$ cat config.mk
export PLATFORM = sky130hd
export DESIGN_NAME = adc_avg_bcd_flat
export DESIGN_NICKNAME = d
export VERILOG_FILES = /design/src/rtl/adc_avg_bcd_if.sv /design/src/rtl/adc_avg_bcd.sv /design/src/flat_wrapper.sv
export SDC_FILE = /design/constraint.sdc
export NUM_CORES = 1
export LEC_CHECK = 0
export ABC_AREA = 0
export CORE_ASPECT_RATIO = 1.75
export CORE_MARGIN = 2
export CORE_UTILIZATION = 55
export CTS_CLUSTER_DIAMETER = 80
export DETAILED_ROUTE_END_ITERATION = 7
export PLACE_DENSITY = 0.87
export SLEW_MARGIN = 10
export SYNTH_ARGS = -nofsm -noshare
export SYNTH_HDL_FRONTEND = slang
export SYNTH_SLANG_ARGS = --single-unit
$ cat constraint.sdc
create_clock -name clk -period 4.7 [get_ports clk]
set_clock_uncertainty 0.1 [all_clocks]
set_input_delay 1.175 -clock clk [delete_from_list [all_inputs] [get_ports clk]]
set_output_delay 1.175 -clock clk [all_outputs]
set_load 0.02 [all_outputs]
$ cat src/rtl/adc_avg_bcd_if.sv
// Voltmeter averaging/BCD stage bus: trigger, received frames and display results.
interface adc_avg_bcd_if #(
  parameter int BITS = 16
);
  logic            run;
  logic            adc_start;
  logic [BITS-1:0] din;
  logic            din_vld;
  logic [13:0]     mv;
  logic [15:0]     bcd;
  logic            out_vld;
  logic            busy;
  logic            ovr;

  modport master (
    output run, din, din_vld,
    input  adc_start, mv, bcd, out_vld, busy, ovr
  );

  modport slave (
    input  run, din, din_vld,
    output adc_start, mv, bcd, out_vld, busy, ovr
  );
endinterface

$ cat src/rtl/adc_avg_bcd.sv
// Conversion trigger, 2**LOG2_AVG sample averager, mV scaling and sequential
// double-dabble BCD conversion for the voltmeter display path.
module adc_avg_bcd #(
  parameter int BITS     = 16,
  parameter int SAMPLE_W = 12,
  parameter int LOG2_AVG = 4,
  parameter int VREF_MV  = 3300,
  parameter int PERIOD   = 100000
) (
  input logic         clk,
  input logic         rst,
  adc_avg_bcd_if.slave bus
);
  localparam int MV_W   = 14;
  localparam int BCD_W  = 16;
  localparam int DD_W   = BCD_W + MV_W;
  localparam int ACC_W  = SAMPLE_W + LOG2_AVG;
  localparam int PROD_W = SAMPLE_W + MV_W;
  localparam int TRIG_W = $clog2(PERIOD);

  localparam logic [1:0] S_IDLE = 2'd0;
  localparam logic [1:0] S_MUL  = 2'd1;
  localparam logic [1:0] S_CONV = 2'd2;
  localparam logic [1:0] S_DONE = 2'd3;

  logic [TRIG_W-1:0]   trig_q, trig_d;
  logic [ACC_W-1:0]    acc_q, acc_d;
  logic [LOG2_AVG-1:0] smp_q, smp_d;
  logic [SAMPLE_W-1:0] avg_q, avg_d;
  logic [1:0]          state_q, state_d;
  logic [3:0]          it_q, it_d;
  logic [MV_W-1:0]     mvr_q, mvr_d;
  logic [DD_W-1:0]     dd_q, dd_d;
  logic [MV_W-1:0]     mv_q, mv_d;
  logic [BCD_W-1:0]    bcd_q, bcd_d;
  logic                ovr_q, ovr_d;

  logic [BITS-1:0]     frame;
  logic [SAMPLE_W-1:0] sample;
  logic [ACC_W-1:0]    acc_sum;
  logic                win_done;
  logic                trig_wrap;
  logic [PROD_W-1:0]   prod;
  logic [DD_W-1:0]     dd_adj;
  logic [DD_W-1:0]     dd_shift;

  assign frame     = bus.din;
  assign sample    = SAMPLE_W'(frame);
  assign acc_sum   = acc_q + ACC_W'(sample);
  assign win_done  = bus.din_vld && (smp_q == '1);
  assign trig_wrap = (trig_q == TRIG_W'(PERIOD - 1));
  assign prod      = PROD_W'(avg_q) * PROD_W'(VREF_MV);

  // Double-dabble step: bias every BCD digit >= 5 by 3, then shift the whole
  // {bcd, binary} register left by one.
  always_comb begin
    dd_adj = dd_q;
    for (int unsigned i = 0; i < 4; i++) begin
      if (dd_q[MV_W + 4*i +: 4] >= 4'd5)
        dd_adj[MV_W + 4*i +: 4] = dd_q[MV_W + 4*i +: 4] + 4'd3;
    end
  end
  assign dd_shift = {dd_adj[DD_W-2:0], 1'b0};

  always_comb begin
    trig_d  = (!bus.run || trig_wrap) ? '0 : trig_q + 1'b1;
    acc_d   = acc_q;
    smp_d   = smp_q;
    avg_d   = avg_q;
    state_d = state_q;
    it_d    = it_q;
    mvr_d   = mvr_q;
    dd_d    = dd_q;
    mv_d    = mv_q;
    bcd_d   = bcd_q;
    ovr_d   = ovr_q;

    if (bus.din_vld) begin
      if (win_done) begin
        acc_d = '0;
        smp_d = '0;
        // The average is only captured when the converter can take it.
        if (state_q == S_IDLE) avg_d = acc_sum[ACC_W-1:LOG2_AVG];
        else                   ovr_d = 1'b1;
      end else begin
        acc_d = acc_sum;
        smp_d = smp_q + 1'b1;
      end
    end

    case (state_q)
      S_IDLE: if (win_done) state_d = S_MUL;
      S_MUL: begin
        mvr_d   = prod[SAMPLE_W +: MV_W];
        dd_d    = {{BCD_W{1'b0}}, prod[SAMPLE_W +: MV_W]};
        it_d    = '0;
        state_d = S_CONV;
      end
      S_CONV: begin
        dd_d = dd_shift;
        it_d = it_q + 1'b1;
        if (it_q == 4'(MV_W - 1)) begin
          state_d = S_DONE;
          mv_d    = mvr_q;
          bcd_d   = dd_shift[DD_W-1 -: BCD_W];
        end
      end
      default: state_d = S_IDLE;
    endcase
  end

  always_ff @(posedge clk or negedge rst) begin
    if (!rst) begin
      trig_q  <= '0;
      acc_q   <= '0;
      smp_q   <= '0;
      avg_q   <= '0;
      state_q <= S_IDLE;
      it_q    <= '0;
      mvr_q   <= '0;
      dd_q    <= '0;
      mv_q    <= '0;
      bcd_q   <= '0;
      ovr_q   <= 1'b0;
    end else begin
      trig_q  <= trig_d;
      acc_q   <= acc_d;
      smp_q   <= smp_d;
      avg_q   <= avg_d;
      state_q <= state_d;
      it_q    <= it_d;
      mvr_q   <= mvr_d;
      dd_q    <= dd_d;
      mv_q    <= mv_d;
      bcd_q   <= bcd_d;
      ovr_q   <= ovr_d;
    end
  end

  assign bus.adc_start = bus.run & trig_wrap;
  assign bus.mv        = mv_q;
  assign bus.bcd       = bcd_q;
  assign bus.out_vld   = (state_q == S_DONE);
  assign bus.busy      = (state_q == S_MUL) || (state_q == S_CONV);
  assign bus.ovr       = ovr_q;
endmodule

$ cat src/flat_wrapper.sv
// flat-port wrapper written by rule: the top's interface ports become plain ports
module adc_avg_bcd_flat 
#(
  parameter int BITS     = 16,
  parameter int SAMPLE_W = 12,
  parameter int LOG2_AVG = 4,
  parameter int VREF_MV  = 3300,
  parameter int PERIOD   = 100000
)
  (clk, rst, bus_run, bus_din, bus_din_vld, bus_adc_start, bus_mv, bus_bcd, bus_out_vld, bus_busy, bus_ovr);
  adc_avg_bcd_if #(.BITS(BITS)) bus_i ();
  input logic clk;
  input logic rst;
  input wire logic [$bits(bus_i.run)-1:0] bus_run;
  input wire logic [$bits(bus_i.din)-1:0] bus_din;
  input wire logic [$bits(bus_i.din_vld)-1:0] bus_din_vld;
  output wire logic [$bits(bus_i.adc_start)-1:0] bus_adc_start;
  output wire logic [$bits(bus_i.mv)-1:0] bus_mv;
  output wire logic [$bits(bus_i.bcd)-1:0] bus_bcd;
  output wire logic [$bits(bus_i.out_vld)-1:0] bus_out_vld;
  output wire logic [$bits(bus_i.busy)-1:0] bus_busy;
  output wire logic [$bits(bus_i.ovr)-1:0] bus_ovr;
  assign bus_i.run = bus_run;
  assign bus_i.din = bus_din;
  assign bus_i.din_vld = bus_din_vld;
  assign bus_adc_start = bus_i.adc_start;
  assign bus_mv = bus_i.mv;
  assign bus_bcd = bus_i.bcd;
  assign bus_out_vld = bus_i.out_vld;
  assign bus_busy = bus_i.busy;
  assign bus_ovr = bus_i.ovr;
  adc_avg_bcd #(.BITS(BITS), .SAMPLE_W(SAMPLE_W), .LOG2_AVG(LOG2_AVG), .VREF_MV(VREF_MV), .PERIOD(PERIOD)) u_core (.clk(clk), .rst(rst), .bus(bus_i));
endmodule
==> flow_metrics.py <==
metrics = {
    "run_status": {
        "outcome": "finished, violations left",
        "violations": "negative setup slack",
    },
    "cts": {
        "cts.sinks": 126,
        "path_clk_slew_ps": 60,
        "htree_num_levels": 4,
        "cts_tree": "built",
        "cts_buffers": 17,
        "clock_latency_ps": 420,
        "cts_root_buf": "clkbuf_16",
        "ctsHoldBuffers": 0,
        "clk_path_buf_depth": 2,
    },
    "layout": {
        "fillCellCount": 978,
        "multi_input_area_sq_um": 5010,
        "num_antenna_cells": 0,
        "final_nets": 1073,
        "drive_gt1_frac": 0.181,
        "syn_to_final_growth_pct": 23.2,
        "regArea_sq_um": 3160,
    },
    "timing": {
        "finalCriticalPeriod_ps": 4930,
        "tightestPinTransition_ps": 877,
        "fmax_mhz": 203,
        "worst_slack_ps": -230,
        "hold_viol_final": 0,
        "whs_ps": 375,
        "rsz0062_at_grt": "true",
        "setup_viol": 8,
        "relSlewSlack": 0.415,
        "slew_viol_final": 0,
        "post-route-period-util": 1.05,
    },
    "placed_design": {
        "gp_congestion": 0.871,
        "io_buffers": 47,
        "dp_hpwl_um": 13400,
    },
    "die": {
        "io_pins": 54,
        "die_area_sq_um": 16100,
        "die_w_um": 96.7,
        "core_sq_um": 14800,
        "die_h_um": 166,
        "start_util": 0.561,
        "rows": 59,
    },
    "synth": {
        "synthArstFlopShare": 1.00,
        "ys.flop_type": "dfrtp_1",
        "ys_seq_area_frac": 0.381,
        "yosys_warnings": 0,
        "synth-edff-count": 0,
        "ys_types": 61,
        "synth.avg_cell_area_sq_um": 9.95,
        "yosys.area.top_type": "dfrtp_1",
        "synth_top_cell_area_share": 0.381,
        "syn-cell-area_sq_um": 8280,
        "syn-instance-count": 832,
        "ys_ff_latch": 126,
        "ys_top_cells_by_area": "dfrtp_1, ha_1, fa_1",
    },
    "critical_path": {
        "crit_fanout": 5,
        "worst_path_max_delay_cell": "fa_1",
        "crit_path_max_incr_delay_ps": 540,
        "critPathKind": "reg -> reg",
        "crit_chain": "ha_4 -> xor2_2 -> ha_2 -> a21o_1 -> fa_1 -> fa_1 -> inv_2 -> fa_1 -> inv_2 -> ha_4 -> a21o_1 -> a31o_4 -> o32a_4 -> a221oi_4 -> buf_4 -> xnor2_1 -> mux2_4",
        "critPathCaptureType": "flip-flop",
        "cp_top_family": "adder cells",
        "cp.required_ps": 4900,
        "crit_top_cell": "fa_1",
        "path_buf_inv": 3,
        "crit_arrival_ps": 5130,
        "worstSetupStartpointType": "flip-flop",
    },
    "global_routing": {
        "grt_pass1_wl_um": 31900,
        "antenna_found_initial": 0,
        "grt_pass1_vias": 6934,
        "grt_max_degree": 69,
        "globalRouteOverflowTotal": 0,
        "grt_usage": 0.242,
    },
    "job": {
        "cap_violations": 0,
    },
    "detailed_routing": {
        "vias": 6511,
        "drc": 0,
        "drtPass1Iterations": 5,
        "ant_nets": 0,
        "via_per_inst": 5.82,
        "wl_per_cell_um": 18.3,
        "drt_iter0_drc": 305,
        "wl_um": 20500,
    },
    "hold_path": {
        "min-delay-path-class": "reg -> reg",
    },
}
synth_stat cells, types with 2 or more instances:
| cell | n |
|---|---|
| nand2_1 | 75 |
| fa_1 | 29 |
| a21boi_0 | 3 |
| a211oi_1 | 2 |
| and3_1 | 4 |
| buf_1 | 3 |
| nor2b_1 | 3 |
| nand4_1 | 12 |
| a31o_2 | 2 |
| a21oi_1 | 35 |
| inv_1 | 86 |
| nand2b_1 | 8 |
| nor4b_1 | 2 |
| nor3_1 | 10 |
| mux2i_1 | 4 |
| a31oi_1 | 8 |
| o211ai_1 | 2 |
| o31a_1 | 2 |
| xnor2_1 | 26 |
| o221ai_1 | 3 |
| o21a_1 | 4 |
| o22ai_1 | 26 |
| o21bai_1 | 2 |
| nor4_1 | 2 |
| clkbuf_1 | 22 |
| nand3_1 | 29 |
| a21o_1 | 11 |
| mux2_2 | 24 |
| o21ai_2 | 2 |
| nor2_1 | 44 |
| or3_1 | 6 |
| xor2_1 | 22 |
| buf_4 | 2 |
| o21ai_0 | 65 |
| dfrtp_1 | 126 |
| ha_1 | 101 |
worst register-to-register path, delay by kind of cell, from the launching register on:
kind	cells	cell delay (ps)
adders and majority gates	6	2230
AOI/OAI and AO/OA	5	1280
DFF	1	450
buffers and inverters	3	290
muxes	1	260
xor gates and xnor gates	2	210
worst paths after layout:
path	startpoint	end	slack [ps]	cells after the start
max in group asynchronous	rst	u_core.dd_q[8]	2950	2
worst max register to register	u_core.avg_q[1]	u_core.mvr_q[10]	-230	17
worst min register to register	u_core.bus.bcd[5]	u_core.bus.bcd[5]	370	2
worst min-delay path	u_core.bus.bcd[5]	u_core.bus.bcd[5]	370	2
worst max-delay path	u_core.avg_q[1]	u_core.mvr_q[10]	-230	17
min in group asynchronous	rst	u_core.acc_q[3]	740	1
state kept, by name, summed over array words and instances, names as in the netlist:
register and count:
u_core.acc_q 16, u_core.avg_q 12, u_core.state_q 2, u_core.it_q 4
u_core.bus.bcd 16, u_core.dd_q 30, u_core.trig_q 17, u_core.mvr_q 12
u_core.bus.ovr 1, u_core.smp_q 4, u_core.bus.mv 12
layout by cell type (no fill, tap or decap), drive strengths merged, types with 3 or more instances in the layout:
cell type	Yosys	layout
dfrtp	126	126
ha	101	101
inv	86	90
nand2	75	75
o21ai	67	67
buf	6	53
clkdlybuf4s50	0	46
nor2	44	44
a21oi	36	36
nand3	29	29
fa	29	29
o22ai	26	26
xnor2	26	26
mux2	25	25
xor2	22	22
clkbuf	22	18
nand4	12	12
a21o	11	11
nor3	11	11
nand2b	8	8
a31oi	8	8
or3	7	7
clkinv	1	5
and3	4	4
o21a	4	4
mux2i	4	4
clkinvlp	0	4
nor4	4	4
nor2b	3	3
a21boi	3	3
o221ai	3	3
and4	3	3
metal layers:
| layer | track usage | up-vias | part of all wire |
|---|---|---|---|
| met4 | 0.135 | 0 | 0.062 |
| met1 | 0.245 | 3139 | 0.35 |
| met2 | 0.462 | 220 | 0.56 |
| li1 | - | 3066 | - |
| met5 | 0 | - | 0 |
| met3 | 0.0375 | 86 | 0.034 |
through the flow:
stage          TNS [ps]  cell area, sq um  setup slack, ps  std cells   util
2_1_floorplan         0              8320             11.4        833      -
3_3_place_gp       -171              9250            -89.5       1079  0.627
3_5_place_dp       -659              9250             -205       1079  0.627
4_1_cts            -140              9940            -77.4       1112  0.673
5_1_grt           -2340             10200             -327       1119  0.691
6_report          -1070             10200             -230       1119  0.691
layout make-up:
type / count / area share
sequential: 126 / 0.310
tap: 183 / 0.0225
clock inverter: 14 / 0.0156
timing repair buffer: 99 / 0.0858
clock buffer: 18 / 0.0431
multi-input combinational: 592 / 0.491
inverter: 87 / 0.0320
cell families after synthesis:
logic type | after synthesis | share of synthesized area
adder cells (fa/ha/maj) | 130 | 0.223
XOR/XNOR | 48 | 0.0508
AO/OA/AOI/OAI | 177 | 0.133
buffers and inverters | 115 | 0.0532
flip-flops | 126 | 0.381
other | 1 | 0.000453
AND/OR/NAND/NOR | 206 | 0.120
multiplexers | 29 | 0.0393
timing repair:
| item | 4_1_cts | 5_1_grt |
|---|---|---|
| buffers inserted | 1 | 7 |
| cloned | 0 | 0 |
| pin swaps | 19 | 25 |
| resized for setup | 14 | 34 |
| setup endpoints to repair | 12 | 12 |
Power is left out: the tool's default activity adds up to more than one toggle a clock period on the data nets, which glitch-free logic cannot reach.
